[config.mk]
export PLATFORM = sky130hd
export DESIGN_NAME = dvs_event_deframer_flat
export DESIGN_NICKNAME = d
export VERILOG_FILES = /design/src/rtl/dvs_event_deframer_if.sv /design/src/rtl/dvs_event_deframer.sv /design/src/flat_wrapper.sv
export SDC_FILE = /design/constraint.sdc
export NUM_CORES = 1
export LEC_CHECK = 0
export CORE_MARGIN = 2
export CORE_UTILIZATION = 30
export CTS_BUF_LIST = sky130_fd_sc_hd__clkbuf_8 sky130_fd_sc_hd__clkbuf_16
export DETAILED_ROUTE_END_ITERATION = 10
export SLEW_MARGIN = 20
export SYNTH_ARGS = -nofsm -noshare
export SYNTH_HDL_FRONTEND = slang
export SYNTH_SLANG_ARGS = --single-unit
[constraint.sdc]
create_clock -name clk -period 12.4 [get_ports clk]
set_clock_uncertainty 0.15 [all_clocks]
set_input_delay 2.48 -clock clk [delete_from_list [all_inputs] [get_ports clk]]
set_output_delay 2.48 -clock clk [all_outputs]
set_load 0.03 [all_outputs]
[src/rtl/dvs_event_deframer_if.sv]
// Event stream from the deframer to the gesture accelerator.
// The FIFO head is presented first-word-fall-through and accepted on valid && ready.
interface dvs_event_deframer_if;
  logic        event_valid;
  logic        event_ready;
  logic [8:0]  event_x;
  logic [8:0]  event_y;
  logic        event_polarity;
  logic [15:0] event_ts;

  modport master (
    output event_valid, event_x, event_y, event_polarity, event_ts,
    input  event_ready
  );

  modport slave (
    input  event_valid, event_x, event_y, event_polarity, event_ts,
    output event_ready
  );
endinterface

[src/rtl/dvs_event_deframer.sv]
// Parses the 5-byte DVS event stream and 1-byte opcodes from the UART and queues
// complete events in a FWFT FIFO, with idle-timeout resync and saturating error counters.
module dvs_event_deframer #(
  parameter int CLK_FREQ       = 12_000_000,
  parameter int TIMEOUT_CYCLES = 12000,
  parameter int FIFO_DEPTH     = 16,
  parameter int SENSOR_RES     = 320
) (
  input  logic                        clk,
  input  logic                        rst,
  input  logic [7:0]                  rx_data,
  input  logic                        rx_valid,
  input  logic [15:0]                 ts_in,
  dvs_event_deframer_if.master        ev,
  output logic                        cmd_valid,
  output logic [1:0]                  cmd_code,
  output logic [$clog2(FIFO_DEPTH):0] fifo_level,
  output logic [7:0]                  drop_count,
  output logic [7:0]                  range_err_count,
  output logic [7:0]                  timeout_count
);
  localparam int PTR_W = $clog2(FIFO_DEPTH);
  localparam int LVL_W = PTR_W + 1;
  localparam int TO_W  = $clog2(TIMEOUT_CYCLES);
  localparam logic [TO_W-1:0]  TO_LAST  = TO_W'(TIMEOUT_CYCLES - 1);
  localparam logic [LVL_W-1:0] LVL_FULL = LVL_W'(FIFO_DEPTH);

  if (FIFO_DEPTH < 2 || (FIFO_DEPTH & (FIFO_DEPTH - 1)) != 0) begin : g_bad_depth
    $error("FIFO_DEPTH must be a power of 2 and at least 2");
  end
  if (TIMEOUT_CYCLES < 2 || CLK_FREQ <= 0) begin : g_bad_timing
    $error("TIMEOUT_CYCLES must be at least 2 and CLK_FREQ positive");
  end

  typedef enum logic [2:0] {S_XHI, S_XLO, S_YHI, S_YLO, S_POL} state_t;

  typedef struct packed {
    logic [8:0]  x;
    logic [8:0]  y;
    logic        pol;
    logic [15:0] ts;
  } event_t;

  state_t           state, eff_state;
  logic [TO_W-1:0]  idle_cnt;
  logic [8:0]       x_q, y_q;
  event_t           mem [FIFO_DEPTH];
  event_t           head_q, head_next, push_data;
  logic             valid_q;
  logic [PTR_W-1:0] wr_ptr, rd_ptr, rd_next;
  logic [LVL_W-1:0] level_next;
  logic             timeout_hit, is_opcode, pol_byte, in_range;
  logic             pop, push, drop, range_err;

  function automatic logic [7:0] sat_inc(input logic [7:0] v);
    return (v == 8'hFF) ? v : v + 8'd1;
  endfunction

  // NOTE: every variable gets a value on every path through always_comb; a missed
  // branch would otherwise infer a latch.
  always_comb begin
    timeout_hit = (state != S_XHI) && (idle_cnt == TO_LAST);
    // A byte landing on the timeout cycle is parsed as if the packet had already been dropped.
    eff_state   = timeout_hit ? S_XHI : state;
    is_opcode   = (rx_data[7:2] == 6'b111111);
    pol_byte    = rx_valid && (eff_state == S_POL);
    in_range    = (int'(x_q) < SENSOR_RES) && (int'(y_q) < SENSOR_RES);
    pop         = valid_q && ev.event_ready;
    push        = pol_byte && in_range && ((fifo_level != LVL_FULL) || pop);
    drop        = pol_byte && in_range && !push;
    range_err   = pol_byte && !in_range;
    push_data   = '{x: x_q, y: y_q, pol: rx_data[0], ts: ts_in};
    rd_next     = pop ? rd_ptr + PTR_W'(1) : rd_ptr;
    level_next  = fifo_level + LVL_W'(push) - LVL_W'(pop);

    // Next head: the oldest surviving entry, else the event being written, else zero.
    head_next = '0;
    if (level_next != '0) begin
      if (fifo_level > LVL_W'(pop)) head_next = mem[rd_next];
      else                          head_next = push_data;
    end
  end

  // NOTE: sequential state uses non-blocking assignments so every register samples
  // pre-edge values regardless of statement order; later assignments override earlier ones.
  always_ff @(posedge clk) begin
    if (rst) begin
      state           <= S_XHI;
      idle_cnt        <= '0;
      x_q             <= '0;
      y_q             <= '0;
      cmd_valid       <= 1'b0;
      cmd_code        <= 2'd0;
      wr_ptr          <= '0;
      rd_ptr          <= '0;
      fifo_level      <= '0;
      valid_q         <= 1'b0;
      head_q          <= '0;
      drop_count      <= 8'd0;
      range_err_count <= 8'd0;
      timeout_count   <= 8'd0;
    end else begin
      cmd_valid <= 1'b0;

      if (timeout_hit) begin
        state         <= S_XHI;
        timeout_count <= sat_inc(timeout_count);
      end
      if (timeout_hit || rx_valid || state == S_XHI) idle_cnt <= '0;
      else                                           idle_cnt <= idle_cnt + TO_W'(1);

      if (rx_valid) begin
        unique case (eff_state)
          S_XHI: begin
            if (is_opcode) begin
              cmd_valid <= 1'b1;
              cmd_code  <= ~rx_data[1:0];
            end else begin
              x_q[8] <= rx_data[0];
              state  <= S_XLO;
            end
          end
          S_XLO:   begin x_q[7:0] <= rx_data;    state <= S_YHI; end
          S_YHI:   begin y_q[8]   <= rx_data[0]; state <= S_YLO; end
          S_YLO:   begin y_q[7:0] <= rx_data;    state <= S_POL; end
          S_POL:   state <= S_XHI;
          default: state <= S_XHI;
        endcase
      end

      if (push) wr_ptr <= wr_ptr + PTR_W'(1);
      rd_ptr     <= rd_next;
      fifo_level <= level_next;
      valid_q    <= (level_next != '0);
      head_q     <= head_next;

      if (drop)      drop_count      <= sat_inc(drop_count);
      if (range_err) range_err_count <= sat_inc(range_err_count);
    end
  end

  // NOTE: the storage array is deliberately not reset; pointers and level alone define
  // which entries are live, which lets it map onto plain RAM.
  always_ff @(posedge clk) begin
    if (push) mem[wr_ptr] <= push_data;
  end

  assign ev.event_valid    = valid_q;
  assign ev.event_x        = head_q.x;
  assign ev.event_y        = head_q.y;
  assign ev.event_polarity = head_q.pol;
  assign ev.event_ts       = head_q.ts;
endmodule

[src/flat_wrapper.sv]
// flat-port wrapper written by rule: the top's interface ports become plain ports
module dvs_event_deframer_flat 
#(
  parameter int CLK_FREQ       = 12_000_000,
  parameter int TIMEOUT_CYCLES = 12000,
  parameter int FIFO_DEPTH     = 16,
  parameter int SENSOR_RES     = 320
)
  (clk, rst, rx_data, rx_valid, ts_in, cmd_valid, cmd_code, fifo_level, drop_count, range_err_count, timeout_count, ev_event_valid, ev_event_x, ev_event_y, ev_event_polarity, ev_event_ts, ev_event_ready);
  dvs_event_deframer_if ev_i ();
  input  logic clk;
  input  logic rst;
  input  logic [7:0] rx_data;
  input  logic rx_valid;
  input  logic [15:0] ts_in;
  output logic cmd_valid;
  output logic [1:0] cmd_code;
  output logic [$clog2(FIFO_DEPTH):0] fifo_level;
  output logic [7:0] drop_count;
  output logic [7:0] range_err_count;
  output logic [7:0] timeout_count;
  output wire logic [$bits(ev_i.event_valid)-1:0] ev_event_valid;
  output wire logic [$bits(ev_i.event_x)-1:0] ev_event_x;
  output wire logic [$bits(ev_i.event_y)-1:0] ev_event_y;
  output wire logic [$bits(ev_i.event_polarity)-1:0] ev_event_polarity;
  output wire logic [$bits(ev_i.event_ts)-1:0] ev_event_ts;
  input wire logic [$bits(ev_i.event_ready)-1:0] ev_event_ready;
  assign ev_event_valid = ev_i.event_valid;
  assign ev_event_x = ev_i.event_x;
  assign ev_event_y = ev_i.event_y;
  assign ev_event_polarity = ev_i.event_polarity;
  assign ev_event_ts = ev_i.event_ts;
  assign ev_i.event_ready = ev_event_ready;
  dvs_event_deframer #(.CLK_FREQ(CLK_FREQ), .TIMEOUT_CYCLES(TIMEOUT_CYCLES), .FIFO_DEPTH(FIFO_DEPTH), .SENSOR_RES(SENSOR_RES)) u_core (.clk(clk), .rst(rst), .rx_data(rx_data), .rx_valid(rx_valid), .ts_in(ts_in), .ev(ev_i), .cmd_valid(cmd_valid), .cmd_code(cmd_code), .fifo_level(fifo_level), .drop_count(drop_count), .range_err_count(range_err_count), .timeout_count(timeout_count));
endmodule
==> metrics.yaml <==
grt_first_pass_wirelength_um: 113000
synthAdderAreaFrac_pct: 0.9012
peakVddDrop_mv: 0.1461
grtUsageMet2_pct: 25.63
worst_slew_pin_slew_ns: 1.471
crit_path_end_kind: "register"
drt-vias-per-instance: 5.475
layout_common_cells: "588 x nand3_1, 560 x edfxtp_1, 293 x o21ai_0, 111 x dfxtp_1, 94 x clkdlybuf4s50_1"
cts_tree: "built"
fin_crit_sh_pct: 51.48
fmax_mhz: 156.6
setup_tns_ns: 0
setup_ws_ns: 6.016
clkTransAtPathRegs_ns: 0.06
netlist_area_mm2: 0.02721
core_mm2: 0.09001
numCtsBuffers: 69
finalCriticalPeriod_ns: 6.384
criticalPathCategory: "input pin to register"
start_kind: "input pin"
wl_per_cell_um: 22.23
via_count: 18708
yosys.area_share.simple_pct: 15.38
synthArstFlopShare_pct: 0
report.final.slew_viol_count: 0
synth_nets: 2218
grt.busiest_layer: "met2"
ant_nets: 0
drt_iter0_drc: 2076
synth_cell_types: 60
fillers: 8706
synth-compound-area-share_pct: 9.233
grt_overflow: 0
slew_headroom_pct: 1.903
antenna_found_initial: 1
die_h_um: 305.2
synth_top_family_by_area: "simple AND/OR/NAND/NOR gates"
critPathArrivalTime_ns: 6.67
hold_ws_ns: 0.3384
areaGrowthSynthToFinish_pct: 15.38
initial_core_util_pct: 30.23
track_usage_pct: 15.83
dpl.hpwl_um: 36660
globalplace.congestion: 0.7881
rsz0062_at_grt: "false"
final_common_cell: "nand3_1"
crit_fanout: 36
synth_xor_area_share_pct: 0.6759
clock_path_buffers: 3
power.density_mw_per_mm2: 180.1
grt_pass1_vias: 18126
ctsHoldBuffers: 0
final_nets: 2233
dr.pass1.iters: 6
finalHoldViolCount: 0
ioPinCount: 96
io_buffers: 95
synth_ff_type: "edfxtp_1"
synth_warnings: 0
cts_max_level: 3
cap_violations: 0
ctsResizeCount: 0
yosys_register_bits: 671
postSynthCellCount: 2171
wl_um: 75950
drive_gt1_share_pct: 7.545
outcome: "finished clean"
drcViolationCount: 0
cp.required_ns: 12.68
finalSetupViolCount: 0
synth_edf_count: 560
grt_use_met3_pct: 2.891
grt_max_degree: 281
clock-sinks: 671
dieArea_mm2: 0.09313
cts_root_buffer: "clkbuf_16"
cts_setup_buffers: 0
ys_seq_area_share_pct: 69.97
cellLeakagePower_nw: 9.999
total_power_mw: 5.655
clk_latency_ns: 0.60
synth_mux_area_share_pct: 0.8598
die_w_um: 305.2
hp-class: "register to register"
num_rows: 110
synth_area_per_cell_um2: 12.53
grt_use_met1_pct: 21.61
pre_cts_ws_ns: 5.449
==> layout make-up <==
cell class,instances,area [um^2],area share [%]
clock buffer,76,1846,5.878
sequential,671,19040,60.64
multi-input combinational,1296,7465,23.78
tap,1176,1471,4.687
inverter,18,67.56,0.2152
antenna,1,2.502,0.007970
clock inverter,49,240.2,0.7652
timing repair buffer,130,1266,4.033
==> final timing paths <==
kind	cells past startpoint	startpoint	to	slack, ns
hold reg to reg	1	u_core.idle_cnt[0]$_SDFF_PP0_	u_core.idle_cnt[0]$_SDFF_PP0_	0.34
setup reg to reg	13	u_core.idle_cnt[0]$_SDFF_PP0_	u_core.ev.event_ts[9]$_SDFF_PP0_	7.62
setup / recovery	11	rx_valid	u_core.ev.event_ts[9]$_SDFF_PP0_	6.02
hold / removal	1	u_core.idle_cnt[0]$_SDFF_PP0_	u_core.idle_cnt[0]$_SDFF_PP0_	0.34
==> cell usage after synthesis, types with 13 or more instances <==
| master | number | share of area (%) |
|---|---|---|
| ha_1 | 18 | 0.83 |
| mux2i_1 | 20 | 0.74 |
| edfxtp_1 | 560 | 62 |
| nand3_1 | 589 | 11 |
| nand2_1 | 13 | 0.18 |
| inv_1 | 16 | 0.22 |
| a41oi_1 | 70 | 2.3 |
| a21oi_1 | 26 | 0.48 |
| o21ai_0 | 293 | 5.4 |
| and3_1 | 17 | 0.39 |
| clkbuf_1 | 171 | 2.4 |
| xor2_1 | 14 | 0.45 |
| nor2_1 | 88 | 1.2 |
| nor4_1 | 36 | 0.83 |
| dfxtp_1 | 111 | 8.2 |
==> state kept, by name, summed over array words and instances (netlist names) <==
signal	flops
u_core.range_err_count	8
u_core.state	3
u_core.fifo_level	5
u_core.rd_ptr	4
u_core.drop_count	8
u_core.x_q	9
u_core.ev.event_valid	1
u_core.wr_ptr	4
u_core.ev.event_y	9
u_core.idle_cnt	14
u_core.cmd_code	2
u_core.cmd_valid	1
u_core.y_q	9
u_core.ev.event_x	9
u_core.timeout_count	8
u_core.ev.event_ts	16
u_core.ev.event_polarity	1
u_core.mem	560
==> routing by layer <==
layer | share of wire [%] | vias to the layer above
met5 | 0 | -
met4 | 2.5 | 0
met3 | 7.6 | 131
met2 | 47 | 804
met1 | 43 | 9349
li1 | - | 8424
==> worst max-delay path: stages <==
cell and delay [ns]:
clkdlybuf4s50_1 0.58, inv_2 0.12, nor4b_4 0.39, nand4_2 0.37, nor2_1 0.77, ha_1 0.33
fa_1 0.46, nor3_1 0.18, a41o_2 0.21, buf_4 0.58, nor4_1 0.16
==> kinds of logic (layout without fill, tap and decap cells) <==
group | count (synthesis) | in the layout
other | 0 | 1
flip-flops | 671 | 671
AND/OR/NAND/NOR | 813 | 813
AO/OA/AOI/OAI | 420 | 420
adder cells (fa/ha/maj) | 19 | 19
XOR/XNOR | 21 | 21
buffers and inverters | 204 | 273
multiplexers | 23 | 23
==> per-stage QoR <==
stage	area [um^2]	cells	util (%)
floorplan	27210	2171	-
global placement	29280	3290	32.53
detailed placement	29280	3290	32.53
CTS	31370	3415	34.85
global route	31400	3417	34.88
finish	31400	3417	34.88
==> where the power goes <==
group / total [mW] / switching, mW / internal [mW] / leakage (nW)
clock: 1.91 / 0.845 / 1.07 / 1.13
combinational: 1.19 / 0.822 / 0.368 / 2.90
sequential: 2.55 / 0.0600 / 2.49 / 5.97
total: 5.65 / 1.73 / 3.93 / 10.0
(Power assumes the default switching activity.)
